[src/rtl/alu_seq_if.sv]
// alu_seq_if: operand/opcode input channel and result/status output channel
// of alu_seq, bundled so the source, the ALU and the sink share one view.
//
// Handshake: a transfer happens on a rising clk edge where valid && ready
// are both high. The producer holds its payload stable while valid is high
// and ready is low. It keeps valid asserted until the transfer completes.
// This applies to in_valid/in_ready (source -> ALU) and to
// out_valid/out_ready (ALU -> writeback).
interface alu_seq_if #(
    parameter int WIDTH = 8
);
    logic             in_valid;
    logic             in_ready;
    logic [WIDTH-1:0] A;
    logic [WIDTH-1:0] B;
    logic [3:0]       fsl;
    logic             out_valid;
    logic             out_ready;
    logic [WIDTH-1:0] result;
    logic [WIDTH-1:0] mul_high;
    logic [3:0]       SREG;

    // Source/sink side (decoder feeding operands, writeback taking results)
    modport master (
        output in_valid, A, B, fsl, out_ready,
        input  in_ready, out_valid, result, mul_high, SREG
    );

    // ALU side
    modport slave (
        input  in_valid, A, B, fsl, out_ready,
        output in_ready, out_valid, result, mul_high, SREG
    );
endinterface

[src/rtl/alu_seq.sv]
// alu_seq: registered ALU with valid/ready handshake, persistent {V,S,C,Z}
// status register and an iterative shift-add multiplier.
//
// Optional feature macro: ALU_SEQ_SHIFT_AMT_EN. When it is defined, opcodes
// 8-D shift or rotate by B[$clog2(WIDTH)-1:0] instead of by a fixed 1.
//
// Non-MUL ops produce a result one cycle after they are accepted. MUL runs
// for WIDTH+1 cycles. During that time in_ready stays low.
// state_dbg exposes the FSM state: 0 IDLE, 1 MUL, 2 MDONE.
module alu_seq #(
    parameter int WIDTH = 8,
    parameter int CNT_W = $clog2(WIDTH) + 1
) (
    input  logic       clk,
    input  logic       reset,
    alu_seq_if.slave   bus,
    output logic [1:0] state_dbg
);
    localparam logic [3:0] OP_ADD  = 4'h0;
    localparam logic [3:0] OP_SUB  = 4'h1;
    localparam logic [3:0] OP_ADDC = 4'h2;
    localparam logic [3:0] OP_SUBC = 4'h3;
    localparam logic [3:0] OP_XOR  = 4'h4;
    localparam logic [3:0] OP_AND  = 4'h5;
    localparam logic [3:0] OP_OR   = 4'h6;
    localparam logic [3:0] OP_NAND = 4'h7;
    localparam logic [3:0] OP_LSL  = 4'h8;
    localparam logic [3:0] OP_LSR  = 4'h9;
    localparam logic [3:0] OP_ASL  = 4'hA;
    localparam logic [3:0] OP_ASR  = 4'hB;
    localparam logic [3:0] OP_ROL  = 4'hC;
    localparam logic [3:0] OP_ROR  = 4'hD;
    localparam logic [3:0] OP_MUL  = 4'hE;
    localparam logic [3:0] OP_CMP  = 4'hF;

    typedef enum logic [1:0] {
        S_IDLE  = 2'd0,
        S_MUL   = 2'd1,
        S_MDONE = 2'd2
    } state_t;

    state_t             state;
    logic               out_valid_r;
    logic [WIDTH-1:0]   result_r;
    logic [WIDTH-1:0]   mul_high_r;
    logic [3:0]         sreg_r;
    logic [CNT_W-1:0]   cnt;
    logic [WIDTH-1:0]   mcand;
    // High half accumulates partial products; low half starts as the
    // multiplier and is shifted out one bit per iteration.
    logic [2*WIDTH-1:0] acc;
    logic [WIDTH:0]     mul_sum;

    logic               in_ready_w;
    logic               carry_in;
    logic [WIDTH:0]     u_sum;
    logic [WIDTH:0]     s_sum;
    logic [WIDTH-1:0]   alu_r;
    logic               alu_v;
    logic               alu_s;
    logic               alu_c;
    logic               alu_z;

`ifdef ALU_SEQ_SHIFT_AMT_EN
    localparam int SH_W = $clog2(WIDTH);
    logic [SH_W-1:0]    shamt;
    logic [WIDTH:0]     sh_l;
    logic [WIDTH:0]     sh_r;
    logic [WIDTH-1:0]   rot;
    assign shamt = bus.B[SH_W-1:0];
`endif

    assign in_ready_w    = (state == S_IDLE) && (!out_valid_r || bus.out_ready);
    assign bus.in_ready  = in_ready_w;
    assign bus.out_valid = out_valid_r;
    assign bus.result    = result_r;
    assign bus.mul_high  = mul_high_r;
    assign bus.SREG      = sreg_r;
    assign state_dbg     = state;

    // Only ADDC/SUBC consume the stored carry (borrow for SUBC).
    assign carry_in = ((bus.fsl == OP_ADDC) || (bus.fsl == OP_SUBC)) && sreg_r[1];

    // One multiplier step: conditionally add the multiplicand into the high half.
    assign mul_sum = {1'b0, acc[2*WIDTH-1:WIDTH]} + (acc[0] ? {1'b0, mcand} : '0);

    // Single-cycle result and flags for every opcode except MUL.
    always_comb begin
        u_sum = '0;
        s_sum = '0;
        alu_r = '0;
        alu_v = 1'b0;
        alu_c = 1'b0;
`ifdef ALU_SEQ_SHIFT_AMT_EN
        sh_l  = '0;
        sh_r  = '0;
        rot   = '0;
`endif
        case (bus.fsl)
            OP_ADD, OP_ADDC: begin
                u_sum = {1'b0, bus.A} + {1'b0, bus.B} + {{WIDTH{1'b0}}, carry_in};
                s_sum = {bus.A[WIDTH-1], bus.A} + {bus.B[WIDTH-1], bus.B} + {{WIDTH{1'b0}}, carry_in};
                alu_r = u_sum[WIDTH-1:0];
                alu_c = u_sum[WIDTH];
                alu_v = s_sum[WIDTH] ^ s_sum[WIDTH-1];
            end
            OP_SUB, OP_SUBC: begin
                // Bit WIDTH of the zero-extended difference is the borrow.
                u_sum = {1'b0, bus.A} - {1'b0, bus.B} - {{WIDTH{1'b0}}, carry_in};
                s_sum = {bus.A[WIDTH-1], bus.A} - {bus.B[WIDTH-1], bus.B} - {{WIDTH{1'b0}}, carry_in};
                alu_r = u_sum[WIDTH-1:0];
                alu_c = u_sum[WIDTH];
                alu_v = s_sum[WIDTH] ^ s_sum[WIDTH-1];
            end
            OP_XOR:  alu_r = bus.A ^ bus.B;
            OP_AND:  alu_r = bus.A & bus.B;
            OP_OR:   alu_r = bus.A | bus.B;
            OP_NAND: alu_r = ~(bus.A & bus.B);
`ifdef ALU_SEQ_SHIFT_AMT_EN
            // A zero shift amount leaves the operand and the stored carry untouched.
            OP_LSL, OP_ASL: begin
                sh_l  = {1'b0, bus.A} << shamt;
                alu_r = sh_l[WIDTH-1:0];
                alu_c = (shamt == '0) ? sreg_r[1] : sh_l[WIDTH];
                if (bus.fsl == OP_ASL) begin
                    // Overflow if any of the top shamt+1 original bits differs from the sign.
                    for (int i = 1; i < WIDTH; i++) begin
                        if (i <= int'(shamt) && bus.A[WIDTH-1-i] != bus.A[WIDTH-1]) begin
                            alu_v = 1'b1;
                        end
                    end
                end
            end
            OP_LSR: begin
                sh_r  = {bus.A, 1'b0} >> shamt;
                alu_r = sh_r[WIDTH:1];
                alu_c = (shamt == '0) ? sreg_r[1] : sh_r[0];
            end
            OP_ASR: begin
                sh_r  = $signed({bus.A, 1'b0}) >>> shamt;
                alu_r = sh_r[WIDTH:1];
                alu_c = (shamt == '0) ? sreg_r[1] : sh_r[0];
            end
            OP_ROL: begin
                rot   = (bus.A << shamt) | (bus.A >> (WIDTH - int'(shamt)));
                alu_r = rot;
                alu_c = (shamt == '0) ? sreg_r[1] : rot[0];
            end
            OP_ROR: begin
                rot   = (bus.A >> shamt) | (bus.A << (WIDTH - int'(shamt)));
                alu_r = rot;
                alu_c = (shamt == '0) ? sreg_r[1] : rot[WIDTH-1];
            end
`else
            OP_LSL, OP_ASL: begin
                alu_r = {bus.A[WIDTH-2:0], 1'b0};
                alu_c = bus.A[WIDTH-1];
            end
            OP_LSR: begin
                alu_r = {1'b0, bus.A[WIDTH-1:1]};
                alu_c = bus.A[0];
            end
            OP_ASR: begin
                alu_r = {bus.A[WIDTH-1], bus.A[WIDTH-1:1]};
                alu_c = bus.A[0];
            end
            OP_ROL: begin
                alu_r = {bus.A[WIDTH-2:0], bus.A[WIDTH-1]};
                alu_c = bus.A[WIDTH-1];
            end
            OP_ROR: begin
                alu_r = {bus.A[0], bus.A[WIDTH-1:1]};
                alu_c = bus.A[0];
            end
`endif
            OP_CMP: begin
                alu_r = '0;
                alu_c = bus.A < bus.B;
            end
            default: alu_r = '0;
        endcase
        // CMP reports the comparison; everything else reports on the result.
        if (bus.fsl == OP_CMP) begin
            alu_z = bus.A == bus.B;
            alu_s = $signed(bus.A) < $signed(bus.B);
        end else begin
            alu_z = alu_r == '0;
            alu_s = alu_r[WIDTH-1];
        end
    end

    // Control FSM, output registers, status register and multiplier datapath.
    always_ff @(posedge clk) begin
        if (reset) begin
            state       <= S_IDLE;
            out_valid_r <= 1'b0;
            result_r    <= '0;
            mul_high_r  <= '0;
            sreg_r      <= '0;
            cnt         <= '0;
            mcand       <= '0;
            acc         <= '0;
        end else begin
            // The consumer takes the held output; a load below overrides this.
            if (bus.out_ready) begin
                out_valid_r <= 1'b0;
            end
            case (state)
                S_IDLE: begin
                    if (bus.in_valid && in_ready_w) begin
                        if (bus.fsl == OP_MUL) begin
                            mcand <= bus.A;
                            acc   <= {{WIDTH{1'b0}}, bus.B};
                            cnt   <= CNT_W'(WIDTH);
                            state <= S_MUL;
                        end else begin
                            result_r    <= alu_r;
                            mul_high_r  <= '0;
                            sreg_r      <= {alu_v, alu_s, alu_c, alu_z};
                            out_valid_r <= 1'b1;
                        end
                    end
                end
                S_MUL: begin
                    acc <= {mul_sum, acc[WIDTH-1:1]};
                    cnt <= cnt - 1'b1;
                    if (cnt == CNT_W'(1)) begin
                        state <= S_MDONE;
                    end
                end
                S_MDONE: begin
                    result_r    <= acc[WIDTH-1:0];
                    mul_high_r  <= acc[2*WIDTH-1:WIDTH];
                    sreg_r      <= {1'b0, acc[2*WIDTH-1], acc[2*WIDTH-1:WIDTH] != '0, acc == '0};
                    out_valid_r <= 1'b1;
                    state       <= S_IDLE;
                end
                default: state <= S_IDLE;
            endcase
        end
    end
endmodule

[src/flat_wrapper.sv]
// flat-port wrapper written by rule: the top's interface ports become plain ports
module alu_seq_flat 
#(
    parameter int WIDTH = 8,
    parameter int CNT_W = $clog2(WIDTH) + 1
)
  (clk, reset, state_dbg, bus_in_valid, bus_A, bus_B, bus_fsl, bus_out_ready, bus_in_ready, bus_out_valid, bus_result, bus_mul_high, bus_SREG);
  alu_seq_if #(.WIDTH(WIDTH)) bus_i ();
  input  logic clk;
  input  logic reset;
  output logic [1:0] state_dbg;
  input wire logic [$bits(bus_i.in_valid)-1:0] bus_in_valid;
  input wire logic [$bits(bus_i.A)-1:0] bus_A;
  input wire logic [$bits(bus_i.B)-1:0] bus_B;
  input wire logic [$bits(bus_i.fsl)-1:0] bus_fsl;
  input wire logic [$bits(bus_i.out_ready)-1:0] bus_out_ready;
  output wire logic [$bits(bus_i.in_ready)-1:0] bus_in_ready;
  output wire logic [$bits(bus_i.out_valid)-1:0] bus_out_valid;
  output wire logic [$bits(bus_i.result)-1:0] bus_result;
  output wire logic [$bits(bus_i.mul_high)-1:0] bus_mul_high;
  output wire logic [$bits(bus_i.SREG)-1:0] bus_SREG;
  assign bus_i.in_valid = bus_in_valid;
  assign bus_i.A = bus_A;
  assign bus_i.B = bus_B;
  assign bus_i.fsl = bus_fsl;
  assign bus_i.out_ready = bus_out_ready;
  assign bus_in_ready = bus_i.in_ready;
  assign bus_out_valid = bus_i.out_valid;
  assign bus_result = bus_i.result;
  assign bus_mul_high = bus_i.mul_high;
  assign bus_SREG = bus_i.SREG;
  alu_seq #(.WIDTH(WIDTH), .CNT_W(CNT_W)) u_core (.clk(clk), .reset(reset), .bus(bus_i), .state_dbg(state_dbg));
endmodule
[config.mk]
export PLATFORM = sky130hd
export DESIGN_NAME = alu_seq_flat
export DESIGN_NICKNAME = d
export VERILOG_FILES = /design/src/rtl/alu_seq_if.sv /design/src/rtl/alu_seq.sv /design/src/flat_wrapper.sv
export SDC_FILE = /design/constraint.sdc
export NUM_CORES = 1
export LEC_CHECK = 0
export ABC_AREA = 0
export ABC_CLOCK_PERIOD_IN_PS = 2750
export BUFFER_PORTS_ARGS = -buffer_cell sky130_fd_sc_hd__buf_2
export CELL_PAD_IN_SITES_DETAIL_PLACEMENT = 0
export CELL_PAD_IN_SITES_GLOBAL_PLACEMENT = 2
export CORE_MARGIN = 1.5
export CORE_UTILIZATION = 32
export DETAILED_ROUTE_END_ITERATION = 16
export PLACE_DENSITY = 0.83
export SLEW_MARGIN = 10
export SYNTH_ARGS = -nofsm -noshare
export SYNTH_HDL_FRONTEND = slang
export SYNTH_SLANG_ARGS = --single-unit
[constraint.sdc]
create_clock -name clk -period 2.75 [get_ports clk]
set_input_delay 0.1375 -clock clk [delete_from_list [all_inputs] [get_ports clk]]
set_output_delay 0.1375 -clock clk [all_outputs]
set_load 0.01 [all_outputs]
==> flow_metrics.py <==
metrics = {
    "sta": {
        "slew_headroom": 0.420,
        "fin_crit_ns": 2.69,
        "finClkSkew_ns": 0.00421,
        "hold_slack_ns": 0.168,
        "finalSetupViolCount": 0,
        "worst_pin_slew_ns": 0.870,
        "rsz0062_at_grt": "true",
        "slew_viol_final": 0,
        "fmax_ghz": 0.372,
        "finalHoldViolations": 0,
        "period_share": 0.978,
    },
    "critical_path": {
        "critPathMaxFanout": 2,
        "crit_arrival_ns": 2.88,
        "startpoint": "u_core.bus.SREG[1]$_SDFFE_PP0P_",
        "critPathRequiredTime_ns": 2.94,
        "critPathKind": "reg -> reg",
        "cp-end-kind": "register",
        "r2r-start": "u_core.bus.SREG[1]$_SDFFE_PP0P_",
        "cp-start-kind": "register",
    },
    "floorplanning": {
        "num_rows": 41,
        "die-width_um": 118,
        "core_um2": 12700,
        "initial_core_util": 0.330,
        "ios": 48,
        "die-area_um2": 13800,
        "fp.dieH_um": 118,
    },
    "status": {
        "status": "completed",
    },
    "synthesis": {
        "synth-xor-area-share": 0.0459,
        "ys_seq_area_frac": 0.243,
        "yosys_warnings": 0,
        "synth_cells": 534,
        "yosys.area_share.simple": 0.211,
        "synth_edf_count": 0,
        "synth_compound_area_frac": 0.225,
        "netlist_area_um2": 4200,
        "ys.flop_type": "dfxtp_1",
        "synthAdderAreaFrac": 0.170,
        "synthArstFlopShare": 0,
        "muxShareOfSynthArea": 0.0432,
        "syn-num-nets": 612,
        "synth.avg_cell_area_um2": 7.86,
        "synth_top_family_by_area": "compound AO/OA/AOI/OAI gates",
        "ys_seq_elements": 51,
        "synthDistinctLibCells": 63,
    },
    "power": {
        "ir_drop_mv": 0.260,
        "p_per_area_nw_per_um2": 404,
        "p_leak_nw": 2.20,
    },
    "route": {
        "num_vias": 4077,
        "drt-total-wl_mm": 13.3,
        "drc_errors": 0,
        "vias_per_cell": 5.39,
        "ant_nets": 0,
        "detail_route.wl_per_cell_um": 17.6,
        "drtIter0Drc": 336,
        "drtPass1Iterations": 5,
    },
    "global_route": {
        "grt_pass1_wl_mm": 21.0,
        "grt_max_degree": 54,
        "grt.overflow.total": 0,
        "track_usage": 0.190,
        "antenna_found_initial": 0,
        "grt_pass1_vias": 3696,
    },
    "clocking": {
        "clk_pin_slew_ns": 0.07,
        "cts-root-buf": "clkbuf_16",
        "hold_buffers": 0,
        "cts_max_level": 2,
        "cts_tree": "yes",
        "cts_buffers": 5,
        "cts.sinks": 51,
        "clk_latency_ns": 0.29,
        "cts_max_path_buffers": 2,
    },
    "cells_and_area": {
        "area.growth.synth_to_final_pct": 17.7,
        "layout.cells.most_common_list": "69 x nand2_1, 53 x a21oi_1, 50 x dfxtp_1, 49 x ha_1, 47 x buf_2",
        "final_common_cell": "nand2_1",
        "postLayoutCellArea_um2": 4940,
        "antenna_cells": 0,
        "fin_nets": 662,
        "drive_gt1_frac": 0.181,
    },
    "place": {
        "place_area_um2": 4720,
        "portBuffers": 47,
        "gp_congestion": 0.880,
        "hpwl_mm": 10.5,
    },
    "worst_hold_path": {
        "hp-start": "bus_A[5]",
        "worstHoldPathType": "in -> reg",
    },
    "flow_run": {
        "maxCapViolations": 0,
    },
}
## logic make-up (layout without fill, tap and decap cells)
kind of cell               Yosys count  in the layout
AOI/OAI and AO/OA                  141            141
xor gates and xnor gates            22             22
adders and majority gates           54             54
buffers and inverters               65            116
DFF                                 51             51
muxes                               18             18
and+or+nand+nor                    183            183
## timing repair
action,CTS,global route
gates cloned,0,0
endpoints found under the setup margin,5,7
buffers inserted,0,2
gates resized for setup,5,10
pin swaps,0,10
endpoints found under the hold margin,0,0
## cell usage after synthesis, types with 3 or more instances
| cell | instances | area [um^2] |
|---|---|---|
| a21o_1 | 13 | 97.6 |
| a21oi_1 | 53 | 265 |
| nor2_1 | 29 | 109 |
| o211ai_1 | 5 | 37.5 |
| ha_1 | 49 | 613 |
| dfxtp_1 | 51 | 1020 |
| a211oi_1 | 6 | 45.0 |
| nor3_1 | 14 | 70.1 |
| nand2_1 | 69 | 259 |
| xor2_1 | 10 | 87.6 |
| buf_2 | 7 | 35.0 |
| o21bai_1 | 5 | 37.5 |
| and2_1 | 13 | 81.3 |
| xnor2_1 | 12 | 105 |
| or3_1 | 3 | 18.8 |
| nand3b_1 | 3 | 22.5 |
| o21ai_0 | 15 | 75.1 |
| nand3_1 | 18 | 90.1 |
| clkbuf_1 | 21 | 78.8 |
| mux2i_1 | 17 | 170 |
| a311oi_1 | 3 | 26.3 |
| a2111oi_0 | 3 | 26.3 |
| nor4b_1 | 3 | 26.3 |
| nor4_1 | 12 | 75.1 |
| a221oi_1 | 5 | 43.8 |
| fa_1 | 5 | 100 |
| o22ai_1 | 3 | 18.8 |
| nand2b_1 | 4 | 25.0 |
| nor2b_1 | 5 | 31.3 |
| a31oi_1 | 4 | 25.0 |
| a22oi_1 | 5 | 37.5 |
| inv_1 | 32 | 120 |
## area by class of cell
type	count	area (um^2)
fillers	1369	7780
clock buffers	6	129
well taps	172	215
inverters	34	128
clock inverters	2	12.5
multi-input cells	418	2990
repair buffers	74	442
flip-flops and latches	51	1020
## layer usage
metal / track usage / vias to the layer above / wire length [um]
li1: - / 1989 / -
met1: 0.292 / 1985 / 6810
met2: 0.286 / 92 / 5770
met3: 0.0194 / 11 / 551
met4: 0.0412 / 0 / 192
met5: 0 / - / 0
## final timing paths
path	endpoint	slack, ns	cells after the start
worst min-delay path	u_core.mcand[5]$_SDFFE_PP0P_	0.17	3
worst min register to register	u_core.mcand[2]$_SDFFE_PP0P_	0.45	2
worst max register to register	u_core.bus.SREG[0]$_SDFFE_PP0P_	0.06	11
worst max-delay path	u_core.bus.SREG[0]$_SDFFE_PP0P_	0.06	11
## critical path, stage by stage (launching register included)
cell and delay [ns]:
dfxtp_2 0.33, nand4bb_1 0.15, inv_1 0.10, fa_1 0.45
ha_1 0.31, or2_2 0.29, a21oi_1 0.15, o21ai_0 0.11
o2111ai_1 0.19, nor4_1 0.08, and4_1 0.21, a31o_1 0.21
## per-stage QoR
| step | TNS [ns] | util | power [mW] | setup slack, ns | cells |
|---|---|---|---|---|---|
| after floorplan | 0 | - | 1.17 | 0.0643 | 534 |
| after global placement | 0 | 0.371 | 1.36 | 0.00791 | 747 |
| after detailed placement | -0.160 | 0.371 | 1.37 | -0.0721 | 747 |
| after CTS | 0 | 0.384 | 1.99 | 0.00199 | 755 |
| after global routing | -0.103 | 0.388 | 2.11 | -0.0750 | 757 |
| final | 0 | 0.388 | 2.00 | 0.0613 | 757 |
## flip-flops by register name (all words and copies together) (netlist names)
register	count
u_core.cnt	4
u_core.acc	16
u_core.bus.SREG	4
u_core.bus.result	8
u_core.bus.mul_high	8
u_core.bus.out_valid	1
u_core.mcand	8
u_core.state_dbg	2
## report_power, final
part	internal [mW]	leakage, nW	switching, mW
Sequential	0.762	0.414	0.0171
Clock	0.336	0.0669	0.271
Combinational	0.246	1.72	0.363
Total	1.34	2.20	0.651
No activity file was read; power rests on OpenSTA's default activity.
